[config.mk]
export PLATFORM = sky130hd
export DESIGN_NAME = alu_result_fifo
export DESIGN_NICKNAME = d
export VERILOG_FILES = /design/src/rtl/alu_result_fifo.sv
export SDC_FILE = /design/constraint.sdc
export NUM_CORES = 1
export LEC_CHECK = 0
export ABC_AREA = 1
export BUFFER_PORTS_ARGS = -buffer_cell sky130_fd_sc_hd__buf_4
export CAP_MARGIN = 20
export CORE_ASPECT_RATIO = 0.8
export CORE_MARGIN = 3
export CORE_UTILIZATION = 56
export DETAILED_ROUTE_END_ITERATION = 7
export GPL_ROUTABILITY_DRIVEN = 0
export PLACE_DENSITY = 0.79
export SETUP_SLACK_MARGIN = 0.3
export SYNTH_ARGS = -nofsm -noshare
export SYNTH_HDL_FRONTEND = slang
export SYNTH_SLANG_ARGS = --single-unit
[constraint.sdc]
create_clock -name clk -period 2.7 [get_ports clk]
set_clock_uncertainty 0.2 [all_clocks]
set_input_delay 0.54 -clock clk [delete_from_list [all_inputs] [get_ports clk]]
set_output_delay 0.54 -clock clk [all_outputs]
set_load 0.02 [all_outputs]
[src/rtl/alu_result_fifo.sv]
// Result FIFO behind the 4-bit flagged ALU: stores each result with its opcode and flags,
// and keeps sticky flags plus saturating carry/overflow event counters.
module alu_result_fifo #(
  parameter int unsigned W     = 4,
  parameter int unsigned DEPTH = 4,
  parameter int unsigned CNT_W = 8
) (
  input  logic                       clk,
  input  logic                       rst_n,
  input  logic                       in_valid,
  output logic                       in_ready,
  input  logic [2:0]                 in_op,
  input  logic [W-1:0]               in_result,
  input  logic                       in_carry,
  input  logic                       in_zero,
  input  logic                       in_overflow,
  output logic                       out_valid,
  input  logic                       out_ready,
  output logic [2:0]                 out_op,
  output logic [W-1:0]               out_result,
  output logic                       out_carry,
  output logic                       out_zero,
  output logic                       out_overflow,
  input  logic                       clr_stat,
  output logic                       sticky_carry,
  output logic                       sticky_overflow,
  output logic                       all_zero,
  output logic [CNT_W-1:0]           carry_cnt,
  output logic [CNT_W-1:0]           ovf_cnt,
  output logic [$clog2(DEPTH):0]     level
);

  localparam int unsigned AW = $clog2(DEPTH);
  localparam int unsigned LW = AW + 1;

  typedef struct packed {
    logic [2:0]   op;
    logic [W-1:0] result;
    logic         carry;
    logic         zero;
    logic         overflow;
  } entry_t;

  entry_t           mem_q [DEPTH];
  logic [AW-1:0]    wr_ptr_q, wr_ptr_d;
  logic [AW-1:0]    rd_ptr_q, rd_ptr_d;
  logic [LW-1:0]    level_q, level_d;
  logic             sticky_carry_q, sticky_carry_d;
  logic             sticky_ovf_q, sticky_ovf_d;
  logic             all_zero_q, all_zero_d;
  logic [CNT_W-1:0] carry_cnt_q, carry_cnt_d;
  logic [CNT_W-1:0] ovf_cnt_q, ovf_cnt_d;
  logic             push, pop;
  entry_t           head;

  // Handshake status comes from registered occupancy only
  assign in_ready  = (level_q != LW'(DEPTH));
  assign out_valid = (level_q != LW'(0));
  assign push      = in_valid & in_ready;
  assign pop       = out_valid & out_ready;

  assign head         = mem_q[rd_ptr_q];
  assign out_op       = head.op;
  assign out_result   = head.result;
  assign out_carry    = head.carry;
  assign out_zero     = head.zero;
  assign out_overflow = head.overflow;

  assign sticky_carry    = sticky_carry_q;
  assign sticky_overflow = sticky_ovf_q;
  assign all_zero        = all_zero_q;
  assign carry_cnt       = carry_cnt_q;
  assign ovf_cnt         = ovf_cnt_q;
  assign level           = level_q;

  always_comb begin
    wr_ptr_d       = wr_ptr_q;
    rd_ptr_d       = rd_ptr_q;
    level_d        = level_q;
    sticky_carry_d = sticky_carry_q;
    sticky_ovf_d   = sticky_ovf_q;
    all_zero_d     = all_zero_q;
    carry_cnt_d    = carry_cnt_q;
    ovf_cnt_d      = ovf_cnt_q;

    if (push) wr_ptr_d = wr_ptr_q + AW'(1);
    if (pop)  rd_ptr_d = rd_ptr_q + AW'(1);
    case ({push, pop})
      2'b10:   level_d = level_q + LW'(1);
      2'b01:   level_d = level_q - LW'(1);
      default: level_d = level_q;
    endcase

    // Clear first so a same-cycle push still contributes
    if (clr_stat) begin
      sticky_carry_d = 1'b0;
      sticky_ovf_d   = 1'b0;
      all_zero_d     = 1'b1;
      carry_cnt_d    = '0;
      ovf_cnt_d      = '0;
    end
    if (push) begin
      sticky_carry_d = sticky_carry_d | in_carry;
      sticky_ovf_d   = sticky_ovf_d | in_overflow;
      all_zero_d     = all_zero_d & in_zero;
      if (carry_cnt_d != '1) carry_cnt_d = carry_cnt_d + CNT_W'(in_carry);
      if (ovf_cnt_d != '1)   ovf_cnt_d   = ovf_cnt_d + CNT_W'(in_overflow);
    end
  end

  always_ff @(posedge clk) begin
    if (!rst_n) begin
      wr_ptr_q       <= '0;
      rd_ptr_q       <= '0;
      level_q        <= '0;
      sticky_carry_q <= 1'b0;
      sticky_ovf_q   <= 1'b0;
      all_zero_q     <= 1'b1;
      carry_cnt_q    <= '0;
      ovf_cnt_q      <= '0;
    end else begin
      wr_ptr_q       <= wr_ptr_d;
      rd_ptr_q       <= rd_ptr_d;
      level_q        <= level_d;
      sticky_carry_q <= sticky_carry_d;
      sticky_ovf_q   <= sticky_ovf_d;
      all_zero_q     <= all_zero_d;
      carry_cnt_q    <= carry_cnt_d;
      ovf_cnt_q      <= ovf_cnt_d;
    end
  end

  // Storage needs no reset; entries are only observed while valid
  always_ff @(posedge clk) begin
    if (rst_n && push) begin
      mem_q[wr_ptr_q] <= '{op: in_op, result: in_result, carry: in_carry,
                           zero: in_zero, overflow: in_overflow};
    end
  end

endmodule

==> results of run 1 <==
## synth_stat cells (all sizes together)
library cell and count:
buf 5, nand2 53, inv 40, o21ai 27, clkbuf 6, ha 7
nor2 76, nand3 19, nand4 5, nand3b 1, o22ai 11, a21boi 1
fa 1, a31oi 3, a21oi 12, edfxtp 40, o21bai 2, dfxtp 28
## state kept, by name (all words and copies together), names as in the netlist, named ones only
name             count
carry_cnt            8
wr_ptr_q             2
all_zero             1
ovf_cnt              8
sticky_overflow      1
sticky_carry         1
mem_q               40
level                3
rd_ptr_q             2
## area by class of cell
type	count	area share, %
Tap cell	62	2.05
Multi-Input combinational cell	218	28.8
Timing Repair Buffer	58	11.5
Sequential cell	68	46.6
Clock buffer	10	3.64
Clock inverter	6	2.95
Inverter	40	4.07
Timing Repair inverter	2	0.331
## logic make-up (layout without fill, tap and decap cells)
| logic type | count (synthesis) | in the layout | share of synthesized area [%] |
|---|---|---|---|
| adder cells (fa/ha/maj) | 8 | 8 | 3.52 |
| AND/OR/NAND/NOR | 154 | 154 | 22.1 |
| flip-flops | 68 | 68 | 57.6 |
| buffers and inverters | 51 | 116 | 6.75 |
| AO/OA/AOI/OAI | 56 | 56 | 9.99 |
## where the power goes
| group | internal, W | switching, W | leakage (nW) | total [W] |
|---|---|---|---|---|
| Clock | 0.000638 | 0.000382 | 0.122 | 0.00102 |
| Sequential | 0.00118 | 0.0000601 | 0.592 | 0.00124 |
| Combinational | 0.000283 | 0.000484 | 0.883 | 0.000767 |
| Total | 0.00210 | 0.000925 | 1.60 | 0.00302 |
## per-stage QoR
stage	total power, W	utilization (%)
floorplan	0.00169	-
detailed placement	0.00199	68.2
global placement	0.00197	68.2
finish	0.00302	73.4
CTS	0.00302	73.1
global route	0.00318	73.4
## placed cells by master (no fill, tap or decap)
cell type / instances
nor2_1: 72
buf_4: 58
nand2_1: 48
edfxtp_1: 40
inv_1: 37
o21ai_0: 27
dfxtp_1: 27
nand3_1: 15
a21oi_1: 12
o22ai_1: 11
clkbuf_8: 10
ha_1: 7
nand4_1: 5
nand3_2: 4
clkinvlp_4: 3
nor2_2: 3
nand2_2: 3
a31oi_1: 3
bufinv_16: 3
inv_2: 2
nand2_4: 2
o21bai_1: 2
a21boi_0: 1
nor2_4: 1
nand3b_1: 1
fa_1: 1
dfxtp_2: 1
clkinv_4: 1
clkinv_2: 1
clkinvlp_2: 1
## metal layers
layer | up-vias | part of all wire, % | global-route usage, %
li1 | 1242 | - | -
met1 | 1182 | 42 | 29.0
met2 | 109 | 48 | 38.2
met3 | 16 | 8.6 | 8.40
met4 | 0 | 1.8 | 7.21
met5 | - | 0 | 0
## how the worst min path moves through the flow
stage                          endpoint  slack, ns  cells after the start
6_report          mem_q[1][7]$_DFFE_PP_       0.20                      1
5_1_grt           mem_q[1][4]$_DFFE_PP_       0.18                      1
4_1_cts           mem_q[3][4]$_DFFE_PP_       0.18                      1
3_5_place_dp   rd_ptr_q[1]$_SDFFE_PN0P_       0.26                      2
3_3_place_gp                  flip-flop       0.25                      2
2_1_floorplan                 flip-flop       0.24                      2
## repair_timing
item / in CTS / in global routing
resized for setup: 2 / 2
cloned: 0 / 2
endpoints found under the setup margin: 2 / 10
## critical path: cells and delay by family, from the launching register on
kind,cells,cell delay [ns]
buf+inv,2,0.45
flops,1,0.43
compound gates,2,0.37
==> impl_metrics.tcl, run 1 <==
set metrics [dict create \
    multi_input_area_um2 1090 \
    cp-endpoint "out_overflow" \
    p_leak_nw 1.60 \
    syn_nets 360 \
    clock-sinks 68 \
    slew_headroom_pct 74.4 \
    crit_chain "buf_4 -> o21ai_0 -> o22ai_1 -> buf_4" \
    min_period_ns 2.33 \
    io_pins 49 \
    firstDrtPassIters 5 \
    ys_ff_latch 68 \
    core_um2 5150 \
    grt_max_degree 23 \
    fmax_mhz 429 \
    cts_root_buf "clkbuf_8" \
    gr-usage-all-layers_pct 23.3 \
    drc_errors 0 \
    rows 23 \
    r2r_slack_ns 0.51 \
    h-tree-depth 3 \
    clockBufferDepth 2 \
    yosys_warnings 0 \
    vdd_drop_max_mv 0.494 \
    r2r_start "level[2]$_SDFFE_PN0P_" \
    clkTransAtPathRegs_ns 0.07 \
    dpl-instance-area_um2 3510 \
    clk_latency_ns 0.34 \
    die_h_um 72.1 \
    fin_ws_ns 0.369 \
    p_per_area_nw_per_um2 800 \
    critPathLaunchType "flip-flop" \
    status "completed" \
    hold_slack_ns 0.196 \
    grt-ovfl-total 0 \
    grt_pass1_wl_um 11300 \
    placedCellCount 446 \
    rsz0062_at_grt "true" \
    hold_viol_final 0 \
    via_per_inst 5.49 \
    dieArea_um2 6390 \
    drv_cap 0 \
    wl_per_cell_um 14.8 \
    critical_path.max_fanout 20 \
    synthCells 337 \
    netlist_top_cells_area "edfxtp_1 (39%), dfxtp_1 (18%), nor2_1 (8.8%)" \
    syn_area_per_cell_um2 9.07 \
    tightest_slew_ns 0.384 \
    num_vias 2549 \
    report.final.slew_viol_count 0 \
    crit_top_cell "buf_4" \
    hp-class "in2reg" \
    syn_area_um2 3060 \
    slowest_delay_ns 0.43 \
    r2r.worst_path.cells 9 \
    seq_area_um2 1760 \
    postCtsSetupBuffers 0 \
    critical_path_class "reg2out" \
    dp_slack_ns 0.356 \
    nets 420 \
    die_w_um 88.6 \
    worst_hold_startpoint "in_op[0]" \
    r2r_end "level[2]$_SDFFE_PN0P_" \
    slowest_stage "dfxtp_2" \
    cts_tree "built" \
    ant_nets 0 \
    finalSetupTns_ns 0 \
    dp_hpwl_um 4370 \
    nFillCells 390 \
    cts-hold-fix-buffers 0 \
    ys_types 26 \
    port_buffers 48 \
    synth_top_area_cell "edfxtp_1" \
    cp.required_ns 1.96 \
    grt_pass1_vias 2492 \
    drive_gt1_share_pct 23.1 \
    antenna_cells 0 \
    cts_made_buffers 9 \
    layoutNonFillerInstCount 464 \
    arrival_ns 1.59 \
    initial_core_util_pct 59.3 \
    area_growth_pct 23.7 \
    antenna_found_initial 0 \
    fin_crit_sh_pct 86.3 \
    drtIter0Drc 228 \
    synth_top_area_share_pct 39.3 \
    routed_wl_um 6870 \
    end_kind "output port" \
    finish.instance_area_um2 3780 \
    finalSetupViolations 0 \
    seq_area_frac_synth_pct 57.6 \
]
No activity file was read; power rests on OpenSTA's default activity.
==> inputs of run 2 (changes only) <==
- CORE_UTILIZATION: 56 -> 52
- PLACE_DENSITY: 0.79 -> 0.74
==> run 2 against run 1 <==
Worst hold slack about the same. Final cell count increased by 4.1%. Fmax increased by 3.1%. Utilization decreased by 5.2 points. Largest power group unchanged. Highest routed layer unchanged.
==> impl_metrics.tcl, run 2 (synthesis results as in run 1) <==
set metrics [dict create \
    nets 423 \
    cts_root_buf "clkbuf_8" \
    p_per_area_nw_per_um2 764 \
    worst_hold_startpoint "in_result[0]" \
    clkTransAtPathRegs_ns 0.07 \
    area_growth_pct 23.9 \
    wl_per_cell_um 14.1 \
    grt-ovfl-total 0 \
    slowest_delay_ns 0.40 \
    drv_cap 0 \
    min_period_ns 2.26 \
    largest_reg_flops 40 \
    num_vias 2501 \
    cts_tree "built" \
    end_kind "flip-flop" \
    r2r_end "level[2]$_SDFFE_PN0P_" \
    ant_nets 0 \
    finalSetupTns_ns 0 \
    report.final.slew_viol_count 0 \
    clk_latency_ns 0.35 \
    core_um2 5560 \
    dp_hpwl_um 4480 \
    port_buffers 48 \
    path_delay_family "compound AO/OA/AOI/OAI gates" \
    dieArea_um2 6840 \
    critical_path_class "reg2reg" \
    r2r_start "level[1]$_SDFFE_PN0P_" \
    fin_crit_sh_pct 83.7 \
    rsz0062_at_grt "false" \
    grt_pass1_wl_um 10800 \
    cp.required_ns 2.73 \
    critical_path.max_fanout 4 \
    die_h_um 74.6 \
    gr-usage-all-layers_pct 20.3 \
    status "completed" \
    initial_core_util_pct 55.0 \
    rows 24 \
    crit_chain "nor2_1 -> a21boi_0 -> ha_1 -> inv_1 -> fa_1 -> a21oi_1 -> o21ai_0 -> o21ai_0 -> a21oi_1" \
    via_per_inst 5.18 \
    slowest_stage "dfxtp_1" \
    cts-hold-fix-buffers 0 \
    drc_errors 0 \
    io_pins 49 \
    crit_cells 9 \
    critPathLaunchType "flip-flop" \
    final_common_cell "nor2_1" \
    hold_viol_final 0 \
    cts_made_buffers 9 \
    clockBufferDepth 2 \
    hp-class "in2reg" \
    h-tree-depth 3 \
    fmax_mhz 442 \
    holdPathEnd "mem_q[0][3]$_DFFE_PP_" \
    hold_depth 1 \
    antenna_cells 0 \
    drtIter0Drc 176 \
    firstDrtPassIters 4 \
    nFillCells 445 \
    arrival_ns 2.29 \
    top_register "mem_q" \
    finalSetupViolations 0 \
    routed_wl_um 6830 \
    final_cell_mix "nor2_1 (72), buf_4 (60), nand2_1 (48)" \
    die_w_um 91.7 \
    cp.buffers_inverters 1 \
    tightest_slew_ns 0.334 \
    drive_gt1_share_pct 23.2 \
    p_leak_nw 1.60 \
    final_core_util_pct 68.2 \
    grt_max_degree 23 \
    hold_slack_ns 0.196 \
    slew_headroom_pct 77.5 \
    antenna_found_initial 0 \
    r2r_slack_ns 0.44 \
    clock-sinks 68 \
    grt_pass1_vias 2292 \
    r2r.worst_path.cells 9 \
    vdd_drop_max_mv 0.572 \
]
run 2: layout make-up:
type | instances | area, µm² | share of cell area (%)
clock buffer | 10 | 128 | 3.37
clock inverter | 6 | 78.8 | 2.08
inverter | 40 | 154 | 4.06
multi-input combinational | 218 | 1090 | 28.7
sequential | 68 | 1760 | 46.6
tap | 78 | 97.6 | 2.58
timing repair buffer | 61 | 462 | 12.2
timing repair inverter | 2 | 15.0 | 0.396
run 2: layer usage:
| layer | wire [µm] | part of all wire, % | track usage (%) |
|---|---|---|---|
| met5 | 0 | 0 | 0 |
| met4 | 89 | 1.3 | 6.10 |
| met3 | 510 | 7.5 | 6.98 |
| met2 | 3240 | 47 | 33.0 |
| met1 | 2990 | 44 | 26.2 |
run 2: power by group:
part / internal [W] / total, W / switching, W / leakage, nW
combinational: 0.000295 / 0.000772 / 0.000477 / 0.899
sequential: 0.00118 / 0.00124 / 0.0000615 / 0.592
clock: 0.000512 / 0.000882 / 0.000370 / 0.107
total: 0.00199 / 0.00289 / 0.000908 / 1.60
run 2: stage by stage:
step	std cells	worst slack [ns]	total power [W]	cell area [µm²]
2_1_floorplan	337	0.393	0.00169	3060
3_3_place_gp	464	0.415	0.00197	3550
3_5_place_dp	464	0.336	0.00199	3550
4_1_cts	480	0.327	0.00287	3750
5_1_grt	483	0.318	0.00304	3790
6_report	483	0.440	0.00289	3790
run 2: worst max path at each step:
stage	startpoint	endpoint	slack, ns
floorplan	level[0]$_SDFFE_PN0P_	level[2]$_SDFFE_PN0P_	0.39
global placement	out_ready	level[2]$_SDFFE_PN0P_	0.42
detailed placement	out_ready	level[2]$_SDFFE_PN0P_	0.34
CTS	flip-flop	out_carry	0.33
global route	level[2]$_SDFFE_PN0P_	level[2]$_SDFFE_PN0P_	0.32
finish	level[1]$_SDFFE_PN0P_	level[2]$_SDFFE_PN0P_	0.44
run 2: what timing repair did:
action                                  in CTS  in global routing
buffers inserted                             0                  1
gates resized for setup                      0                  6
endpoints found under the setup margin       0                  9
==> inputs of run 3 (changes only) <==
- clock period: 2.7 -> 2.1 ns (I/O delays scaled with it)
==> run 3 against run 2 <==
Worst setup slack lost 0.35 ns. Combinational power grew 89%. Routed wire length grew 11%. Via count grew 5.6%. Critical path type is now reg2out. Global-route usage grew 2.2 points. Clock power grew 22%. Register-to-register slack lost 0.28 ns. Worst hold slack lost 0.12 ns. Count of clock-buffer cells in the layout grew 4. Non-clock buffer count grew 12. Sequential cell count is the same. Die area is the same.
==> impl_metrics.tcl, run 3 (synthesis results as in run 1) <==
set metrics [dict create \
    status "completed" \
    area_growth_pct 36.5 \
    slowest_stage "dfxtp_4" \
    met1_length_um 3250 \
    cts_made_buffers 9 \
    drive_gt1_share_pct 32.7 \
    grt_pass1_wl_um 11800 \
    fin_crit_sh_pct 95.5 \
    ant_nets 0 \
    port_buffers 48 \
    r2r_end "level[2]$_SDFFE_PN0P_" \
    critical_path_class "reg2out" \
    wl_per_cell_um 15.3 \
    critical_path.max_fanout 5 \
    final_common_cell "nor2_1" \
    cp.required_ns 1.48 \
    h-tree-depth 3 \
    initial_core_util_pct 55.0 \
    crit_chain "buf_6 -> o21ai_1 -> o22ai_2 -> buf_4" \
    hp-class "in2reg" \
    die_w_um 91.7 \
    arrival_ns 1.39 \
    rows 24 \
    worst_hold_startpoint "in_op[2]" \
    r2r.worst_path.cells 10 \
    die_h_um 74.6 \
    fmax_mhz 498 \
    clkTransAtPathRegs_ns 0.07 \
    cts_root_buf "clkbuf_8" \
    finalSetupTns_ns 0 \
    rsz0062_at_grt "true" \
    p_leak_nw 1.74 \
    clock-sinks 68 \
    nets 434 \
    multi_input_area_um2 1230 \
    wl_met2_um 3590 \
    clockBufferDepth 2 \
    dr.max_layer_used "met4" \
    slew_headroom_pct 76.1 \
    largest_reg_flops 40 \
    routed_wl_um 7560 \
    grt_pass1_vias 2424 \
    p_per_area_nw_per_um2 1000 \
    clk_latency_ns 0.34 \
    cts-hold-fix-buffers 0 \
    io_pins 49 \
    drtIter0Drc 183 \
    seq_area_um2 1780 \
    antenna_cells 0 \
    hold_viol_final 0 \
    drc_errors 0 \
    gr-usage-all-layers_pct 22.5 \
    dieArea_um2 6840 \
    min_period_ns 2.01 \
    route.met3.wl_um 636 \
    drv_cap 0 \
    cp-endpoint "out_carry" \
    cts_tree "built" \
    firstDrtPassIters 6 \
    finalSetupViolations 0 \
    nFillCells 381 \
    via_per_inst 5.34 \
    fin_total_pwr_w 0.00417 \
    grt_max_degree 22 \
    grt-ovfl-total 0 \
    core_um2 5560 \
    dp_hpwl_um 4430 \
    r2r_slack_ns 0.16 \
    end_kind "output port" \
    r2r_start "level[1]$_SDFFE_PN0P_" \
    vdd_drop_max_mv 0.751 \
    antenna_found_initial 0 \
    critPathLaunchType "flip-flop" \
    num_vias 2640 \
    report.final.slew_viol_count 0 \
    tightest_slew_ns 0.357 \
    top_register "mem_q" \
    final_cell_mix "nor2_1 (65), buf_4 (58), nand2_1 (45)" \
    slowest_delay_ns 0.42 \
]
==> run 3: worst min-delay path by stage <==
stage,end,cells past startpoint
detailed placement,flip-flop,2
floorplan,flip-flop,2
finish,mem_q[0][9]$_DFFE_PP_,1
global route,mem_q[0][9]$_DFFE_PP_,1
CTS,mem_q[3][9]$_DFFE_PP_,1
global placement,rd_ptr_q[1]$_SDFFE_PN0P_,2
==> run 3: timing repair <==
item	4_1_cts	5_1_grt
pin swaps	9	9
cloned	5	1
setup buffers	7	5
gates resized for setup	43	19
setup endpoints to repair	52	51
==> run 3: final cells by class <==
type / instances / area share [%]
multi-input combinational: 218 / 29.4
timing repair inverter: 1 / 0.180
clock inverter: 2 / 0.840
clock buffer: 14 / 3.90
timing repair buffer: 73 / 16.8
sequential: 68 / 42.7
tap: 78 / 2.34
inverter: 40 / 3.87
==> run 3: critical path, delay by kind of cell, from the launching register on <==
| family | cells | cell delay (ns) |
|---|---|---|
| compound gates | 2 | 0.31 |
| buf+inv | 2 | 0.31 |
| flops | 1 | 0.42 |
==> run 3: routing by layer <==
layer | track usage [%] | vias up
met2 | 37.3 | 108
met5 | 0 | -
met4 | 6.92 | 0
met3 | 5.66 | 12
li1 | - | 1273
met1 | 29.7 | 1247
==> run 3: power breakdown <==
group	internal, W	switching (W)	total [W]
registers	0.00153	0.0000976	0.00163
logic	0.000678	0.000786	0.00146
clock network	0.000613	0.000468	0.00108
total	0.00282	0.00135	0.00417
==> run 3: through the flow <==
step	setup slack, ns	util [%]	cells	area, µm²	hold slack, ns
floorplan	0.140	-	337	3140	0.237
global placement	0.163	64.7	460	3590	0.250
detailed placement	0.0970	64.7	460	3590	0.255
CTS	0.127	72.5	488	4030	0.0608
global route	0.0469	75.1	494	4170	0.0621
finish	0.0940	75.1	494	4170	0.0723
